**src/rtl/text_geom_pkg.sv**
```systemverilog
// Shared geometry defaults and walker state encoding for the text-console cell walker.
// The walker's optional TEXT_SCROLL_EN build adds a row-scroll input.
package text_geom_pkg;

    localparam int DEF_SCREEN_WIDTH = 680;
    localparam int DEF_CHAR_WIDTH   = 20;
    localparam int DEF_CHAR_HEIGHT  = 30;
    localparam int DEF_TEXT_COLS    = 32;
    localparam int DEF_TEXT_ROWS    = 8;
    localparam int DEF_MAX_CHARS    = 240;
    localparam int DEF_ORIGIN_Y     = 240;
    localparam int DEF_ADDR_W       = 19;

    localparam int LOG2_COLS   = $clog2(DEF_TEXT_COLS);
    localparam int CELL_PIXELS = DEF_CHAR_WIDTH * DEF_CHAR_HEIGHT;
    // Jump from the last pixel of one cell row to the first pixel of the next.
    localparam int ROW_STEP    = DEF_SCREEN_WIDTH - DEF_CHAR_WIDTH + 1;

    typedef enum logic [1:0] {
        IDLE = 2'd0,
        BASE = 2'd1,
        WALK = 2'd2
    } walk_state_t;

endpackage

```
**src/rtl/text_cell_base_calc.sv**
```systemverilog
// Maps a latched character index (and optional row scroll) to the cell's first pixel address.
// Also flags indices outside the populated part of the text region.
module text_cell_base_calc
    import text_geom_pkg::*;
#(
    parameter int SCREEN_WIDTH = DEF_SCREEN_WIDTH,
    parameter int CHAR_WIDTH   = DEF_CHAR_WIDTH,
    parameter int CHAR_HEIGHT  = DEF_CHAR_HEIGHT,
    parameter int TEXT_COLS    = DEF_TEXT_COLS,
    parameter int TEXT_ROWS    = DEF_TEXT_ROWS,
    parameter int MAX_CHARS    = DEF_MAX_CHARS,
    parameter int ORIGIN_Y     = DEF_ORIGIN_Y,
    parameter int ADDR_W       = DEF_ADDR_W,
    parameter int ROW_BITS     = 3
)
(
    input  logic [31:0]         index,
    input  logic [ROW_BITS-1:0] scroll,
    output logic [ADDR_W-1:0]   base,
    output logic                oor
);

    localparam int COL_BITS = $clog2(TEXT_COLS);

    logic [COL_BITS-1:0] col;
    logic [ROW_BITS-1:0] row_lo;
    logic [ROW_BITS:0]   row_sum;
    logic [ROW_BITS:0]   row_eff;

    assign oor    = (index >= 32'(MAX_CHARS));
    assign col    = index[COL_BITS-1:0];
    // Only rows below TEXT_ROWS matter; out-of-range indices never reach the walk.
    assign row_lo = index[COL_BITS +: ROW_BITS];

    assign row_sum = {1'b0, row_lo} + {1'b0, scroll};
    assign row_eff = (row_sum >= (ROW_BITS+1)'(TEXT_ROWS)) ? row_sum - (ROW_BITS+1)'(TEXT_ROWS)
                                                          : row_sum;

    assign base = (ADDR_W'(ORIGIN_Y) + ADDR_W'(row_eff) * ADDR_W'(CHAR_HEIGHT)) * ADDR_W'(SCREEN_WIDTH)
                + ADDR_W'(col) * ADDR_W'(CHAR_WIDTH);

endmodule

```
**src/rtl/text_cell_pixel_walker.sv**
```systemverilog
// Streams every frame-buffer pixel address of one text cell, row-major, one beat per handshake.
// Define TEXT_SCROLL_EN to add scroll_row, which rotates the cell row within the text region.
module text_cell_pixel_walker
    import text_geom_pkg::*;
#(
    parameter int SCREEN_WIDTH = DEF_SCREEN_WIDTH,
    parameter int CHAR_WIDTH   = DEF_CHAR_WIDTH,
    parameter int CHAR_HEIGHT  = DEF_CHAR_HEIGHT,
    parameter int TEXT_COLS    = DEF_TEXT_COLS,
    parameter int TEXT_ROWS    = DEF_TEXT_ROWS,
    parameter int MAX_CHARS    = DEF_MAX_CHARS,
    parameter int ORIGIN_Y     = DEF_ORIGIN_Y,
    parameter int ADDR_W       = DEF_ADDR_W,
    localparam int ROW_BITS    = (TEXT_ROWS > 1) ? $clog2(TEXT_ROWS) : 1
)
(
    input  logic                clock,
    input  logic                resetn,
    input  logic                req_valid,
    output logic                req_ready,
    input  logic [31:0]         req_index,
`ifdef TEXT_SCROLL_EN
    input  logic [ROW_BITS-1:0] scroll_row,
`endif
    output logic                out_valid,
    input  logic                out_ready,
    output logic [ADDR_W-1:0]   out_addr,
    output logic                out_last,
    output logic                oor_err,
    output logic                busy,
    output walk_state_t         dbg_state
);

    // Handshakes: a transfer occurs on a rising clock edge where valid and ready are both high;
    // while valid is high and ready is low, the source holds its payload unchanged.

    localparam int X_BITS = (CHAR_WIDTH > 1) ? $clog2(CHAR_WIDTH) : 1;
    localparam int Y_BITS = (CHAR_HEIGHT > 1) ? $clog2(CHAR_HEIGHT) : 1;
    localparam logic [X_BITS-1:0] X_LAST = X_BITS'(CHAR_WIDTH - 1);
    localparam logic [Y_BITS-1:0] Y_LAST = Y_BITS'(CHAR_HEIGHT - 1);
    localparam logic [ADDR_W-1:0] STEP   = ADDR_W'(SCREEN_WIDTH - CHAR_WIDTH + 1);
    localparam longint REGION_LAST = (longint'(ORIGIN_Y) + longint'(TEXT_ROWS) * CHAR_HEIGHT - 1) * SCREEN_WIDTH
                                   + longint'(TEXT_COLS) * CHAR_WIDTH - 1;

    if (REGION_LAST >= (longint'(1) << ADDR_W)) begin : g_addr_overflow
        $error("text_cell_pixel_walker: text region exceeds ADDR_W address space");
    end
    if (MAX_CHARS > TEXT_COLS * TEXT_ROWS) begin : g_chars_overflow
        $error("text_cell_pixel_walker: MAX_CHARS larger than the text grid");
    end

    walk_state_t         state;
    logic [31:0]         idx_q;
    logic [ROW_BITS-1:0] scroll_q;
    logic [ROW_BITS-1:0] scroll_in;
    logic [X_BITS-1:0]   x_q;
    logic [Y_BITS-1:0]   y_q;
    logic [ADDR_W-1:0]   base_addr;
    logic                base_oor;

`ifdef TEXT_SCROLL_EN
    assign scroll_in = scroll_row;
`else
    assign scroll_in = '0;
`endif

    text_cell_base_calc #(
        .SCREEN_WIDTH (SCREEN_WIDTH),
        .CHAR_WIDTH   (CHAR_WIDTH),
        .CHAR_HEIGHT  (CHAR_HEIGHT),
        .TEXT_COLS    (TEXT_COLS),
        .TEXT_ROWS    (TEXT_ROWS),
        .MAX_CHARS    (MAX_CHARS),
        .ORIGIN_Y     (ORIGIN_Y),
        .ADDR_W       (ADDR_W),
        .ROW_BITS     (ROW_BITS)
    ) u_base (
        .index  (idx_q),
        .scroll (scroll_q),
        .base   (base_addr),
        .oor    (base_oor)
    );

    assign busy      = (state != IDLE);
    assign dbg_state = state;

    always_ff @(posedge clock or negedge resetn) begin
        if (!resetn) begin
            state     <= IDLE;
            req_ready <= 1'b0;
            out_valid <= 1'b0;
            out_addr  <= '0;
            out_last  <= 1'b0;
            oor_err   <= 1'b0;
            idx_q     <= '0;
            scroll_q  <= '0;
            x_q       <= '0;
            y_q       <= '0;
        end else begin
            oor_err <= 1'b0;
            case (state)
                IDLE: begin
                    if (req_valid && req_ready) begin
                        idx_q     <= req_index;
                        scroll_q  <= scroll_in;
                        req_ready <= 1'b0;
                        state     <= BASE;
                    end else begin
                        req_ready <= 1'b1;
                    end
                end
                BASE: begin
                    if (base_oor) begin
                        oor_err   <= 1'b1;
                        req_ready <= 1'b1;
                        state     <= IDLE;
                    end else begin
                        out_addr  <= base_addr;
                        out_valid <= 1'b1;
                        out_last  <= (CHAR_WIDTH == 1) && (CHAR_HEIGHT == 1);
                        x_q       <= '0;
                        y_q       <= '0;
                        state     <= WALK;
                    end
                end
                WALK: begin
                    if (out_ready) begin
                        if (out_last) begin
                            out_valid <= 1'b0;
                            out_last  <= 1'b0;
                            req_ready <= 1'b1;
                            state     <= IDLE;
                        end else if (x_q == X_LAST) begin
                            // Wrap to the start of the next line inside the cell.
                            x_q      <= '0;
                            y_q      <= y_q + Y_BITS'(1);
                            out_addr <= out_addr + STEP;
                            out_last <= (CHAR_WIDTH == 1) && ((y_q + Y_BITS'(1)) == Y_LAST);
                        end else begin
                            x_q      <= x_q + X_BITS'(1);
                            out_addr <= out_addr + ADDR_W'(1);
                            out_last <= ((x_q + X_BITS'(1)) == X_LAST) && (y_q == Y_LAST);
                        end
                    end
                end
                default: state <= IDLE;
            endcase
        end
    end

endmodule

```
**config.mk**
```make
export PLATFORM = sky130hd
export DESIGN_NAME = text_cell_pixel_walker
export DESIGN_NICKNAME = d
export VERILOG_FILES = /design/src/rtl/text_geom_pkg.sv /design/src/rtl/text_cell_base_calc.sv /design/src/rtl/text_cell_pixel_walker.sv
export SDC_FILE = /design/constraint.sdc
export NUM_CORES = 1
export LEC_CHECK = 0
export CORE_MARGIN = 1
export CORE_UTILIZATION = 50
export CTS_BUF_LIST = sky130_fd_sc_hd__clkbuf_16
export DETAILED_ROUTE_END_ITERATION = 8
export HOLD_SLACK_MARGIN = 0.12
export PLACE_DENSITY = 0.72
export SYNTH_ARGS = -nofsm -noshare
export SYNTH_HDL_FRONTEND = slang
export SYNTH_SLANG_ARGS = --single-unit
```
**constraint.sdc**
```tcl
create_clock -name clock -period 6.7 [get_ports clock]
set_input_delay 2.01 -clock clock [delete_from_list [all_inputs] [get_ports clock]]
set_output_delay 2.01 -clock clock [all_outputs]
set_load 0.05 [all_outputs]
```
==> impl_metrics.py <==
metrics = {
    "worst_setup_path": {
        "reg2regPathDepth": 22,
        "cp.required_ns": 6.90,
        "worstSetupPathType": "reg -> reg",
        "cp_max_fo": 9,
        "arrival_ns": 6.50,
        "startpoint_type": "flip-flop",
        "worstSetupEndpointType": "flip-flop",
    },
    "timing": {
        "max_freq_mhz": 158.7,
        "worst_slack_ns": 0.3998,
        "setup_tns_ns": 0,
        "setup_viol": 0,
        "period_share": 0.9403,
        "final_max_slew_viol_count": 0,
        "skew_ns": 0.002561,
        "relSlewSlack": 0.2257,
        "tightest_slew_ns": 1.157,
        "hold_viol_final": 0,
        "fin_crit_ns": 6.300,
        "rsz0062_at_grt": "false",
    },
    "die": {
        "rows": 37,
        "fp.coreArea_um2": 10420,
        "chipWidth_um": 106.0,
        "die_area_um2": 11250,
        "start_util": 0.5196,
        "ios": 62,
        "die_y_um": 106.0,
    },
    "cts": {
        "hold_buffers": 0,
        "cts_resized": 0,
        "cts.htree.levels": 3,
        "numCtsBuffers": 9,
        "cts_buffer_depth": 2,
        "postCtsSetupBuffers": 0,
        "cts_tree": "built",
        "root_buffer": "clkbuf_16",
        "clk_pin_slew_ns": 0.05,
        "clock_latency_ns": 0.33,
        "numClockSinks": 67,
    },
    "synth": {
        "ys_types": 64,
        "syn_area_um2": 5413,
        "synth_seq_cells": 67,
        "synthTopCellsByArea": "dfrtp_1 (31%), ha_1 (16%), mux2_2 (7.1%)",
        "synth_top_area_frac": 0.3098,
        "syn_inst": 568,
        "synth_edf_count": 0,
        "ys.flop_type": "dfrtp_1",
        "synth-seq-area-share": 0.3098,
        "yosys.area.top_type": "dfrtp_1",
        "synth_nets": 686,
        "synthArstFlopShare": 1.000,
        "ys.warnings.count": 0,
        "syn_avg_cell_area_um2": 9.529,
    },
    "final_layout": {
        "fin_nets": 752,
        "drive_gt1_frac": 0.1050,
        "syn_to_final_growth_pct": 19.76,
        "antenna_cells": 0,
        "final_util": 0.6223,
        "final_cells": 774,
    },
    "drt": {
        "drc": 0,
        "wl_mm": 11.92,
        "drtIter0Drc": 221,
        "avgViaCountPerCell": 5.660,
        "postRouteAntennaNets": 0,
        "routedWlPerCell_um": 15.40,
        "dr_total_vias": 4381,
        "first_pass_iters": 4,
    },
    "global_routing": {
        "grt.overflow.total": 0,
        "grt_max_degree": 44,
        "grt_pass1_vias": 4469,
        "grt_pass1_wl_mm": 20.59,
        "antenna_found_initial": 0,
        "gr-usage-all-layers": 0.2293,
    },
    "placed_design": {
        "place_ws_ns": 0.2826,
        "place_inst": 759,
        "port_buffers": 61,
        "gp_congestion": 0.8542,
        "hpwl_mm": 9.059,
    },
    "status": {
        "status": "finished, final reports clean",
    },
    "min_path": {
        "whs_path_depth": 1,
        "min_path_type": "reg -> reg",
    },
    "run": {
        "drv_cap": 0,
    },
}
-- metrics by stage --
step	instance area (um2)	hold WS [ns]
detailed placement	6188	0.4949
global placement	6188	0.4902
floorplan	5413	0.4798
finish	6482	0.5048
CTS	6464	0.5080
global route	6482	0.5162
-- kinds of logic (layout without fill, tap and decap cells) --
kind of cell / after synthesis / in the layout / synth area share
AND/OR/NAND/NOR: 152 / 152 / 0.1449
AO/OA/AOI/OAI: 130 / 130 / 0.1523
adder cells (fa/ha/maj): 82 / 82 / 0.2090
flip-flops: 67 / 67 / 0.3098
buffers and inverters: 60 / 130 / 0.04161
XOR/XNOR: 40 / 40 / 0.06611
multiplexers: 37 / 37 / 0.07628
-- placed cells by master, fill, tap and decap left out, drive strengths merged, types with 9 or more instances in the layout --
master / instances
ha: 68
dfrtp: 67
clkdlybuf4s50: 60
inv: 50
nand2: 38
o21ai: 38
nor2: 37
a21oi: 37
mux2: 34
xnor2: 21
xor2: 19
fa: 14
nand3: 13
clkbuf: 9
nor3: 9
-- path summary, 6_finish.rpt --
check | from | slack [ns] | to
worst min register to register | idx_q[21] | 0.50 | idx_q[21]
min in group asynchronous | resetn | 1.67 | out_addr[15]
worst max register to register | idx_q[5] | 0.40 | out_addr[18]
max in group asynchronous | resetn | 4.06 | idx_q[7]
worst min-delay path | idx_q[21] | 0.50 | idx_q[21]
worst max-delay path | idx_q[5] | 0.40 | out_addr[18]
-- state kept, by name, indices dropped and copies added, names as in the netlist --
register / cells
dbg_state: 2
idx_q: 32
oor_err: 1
out_addr: 19
out_last: 1
out_valid: 1
req_ready: 1
x_q: 5
y_q: 5
-- synth_stat cells (2+ instances only) --
cell type and n:
ha_1 68, dfrtp_1 67, inv_1 47, nand2_1 38, a21oi_1 37, nor2_1 37, mux2_2 34, o21ai_0 29
xnor2_1 21, xor2_1 18, fa_1 14, nand3_1 13, clkbuf_1 10, o21ai_1 9, nor3_1 8, nor4_1 8
a21o_1 7, a31oi_1 7, nand2b_1 7, and3_1 6, nand4_1 6, nor2b_1 5, o21a_1 5, a31o_2 4
a211o_1 3, a221oi_1 3, and2_1 3, mux2i_1 3, o31ai_1 3, or2_1 3, a211oi_1 2, a22oi_1 2
a41oi_1 2, and4_1 2, buf_1 2, nand3b_1 2, nand4b_1 2, nor3b_1 2, o22ai_1 2, or2_2 2
or3_1 2
-- per-layer routing --
layer | vias to the layer above | wire length, um | track usage
li1 | 2153 | - | -
met1 | 2105 | 5391 | 0.2882
met2 | 109 | 5879 | 0.3968
met3 | 14 | 520 | 0.05641
met4 | 0 | 125 | 0.05258
met5 | - | 0 | 0
-- critical path, stage by stage, from the launching register on --
cell and delay (ns):
dfrtp_1 0.49, ha_1 0.43, fa_1 0.61, inv_1 0.09, fa_1 0.42, nand2b_1 0.17
a21oi_2 0.20, xor2_2 0.27, xor2_1 0.15, ha_1 0.30, inv_1 0.05, fa_1 0.51
inv_1 0.04, ha_1 0.28, ha_1 0.32, ha_1 0.37, nor2b_1 0.16, o21ai_0 0.19
o21ai_1 0.10, o41ai_1 0.32, o21ai_0 0.19, a2111oi_0 0.40, o31ai_1 0.11
-- area by class of cell --
class,instances,area (um2)
clock buffer,9,225.2
clock inverter,6,50.05
fill,890,3934
inverter,48,180.2
multi-input combinational,441,3530
sequential,67,1677
tap,136,170.2
timing repair buffer,67,650.6
Power is left out: the tool's default activity adds up to more than one toggle a clock period on the data nets, which glitch-free logic cannot reach.
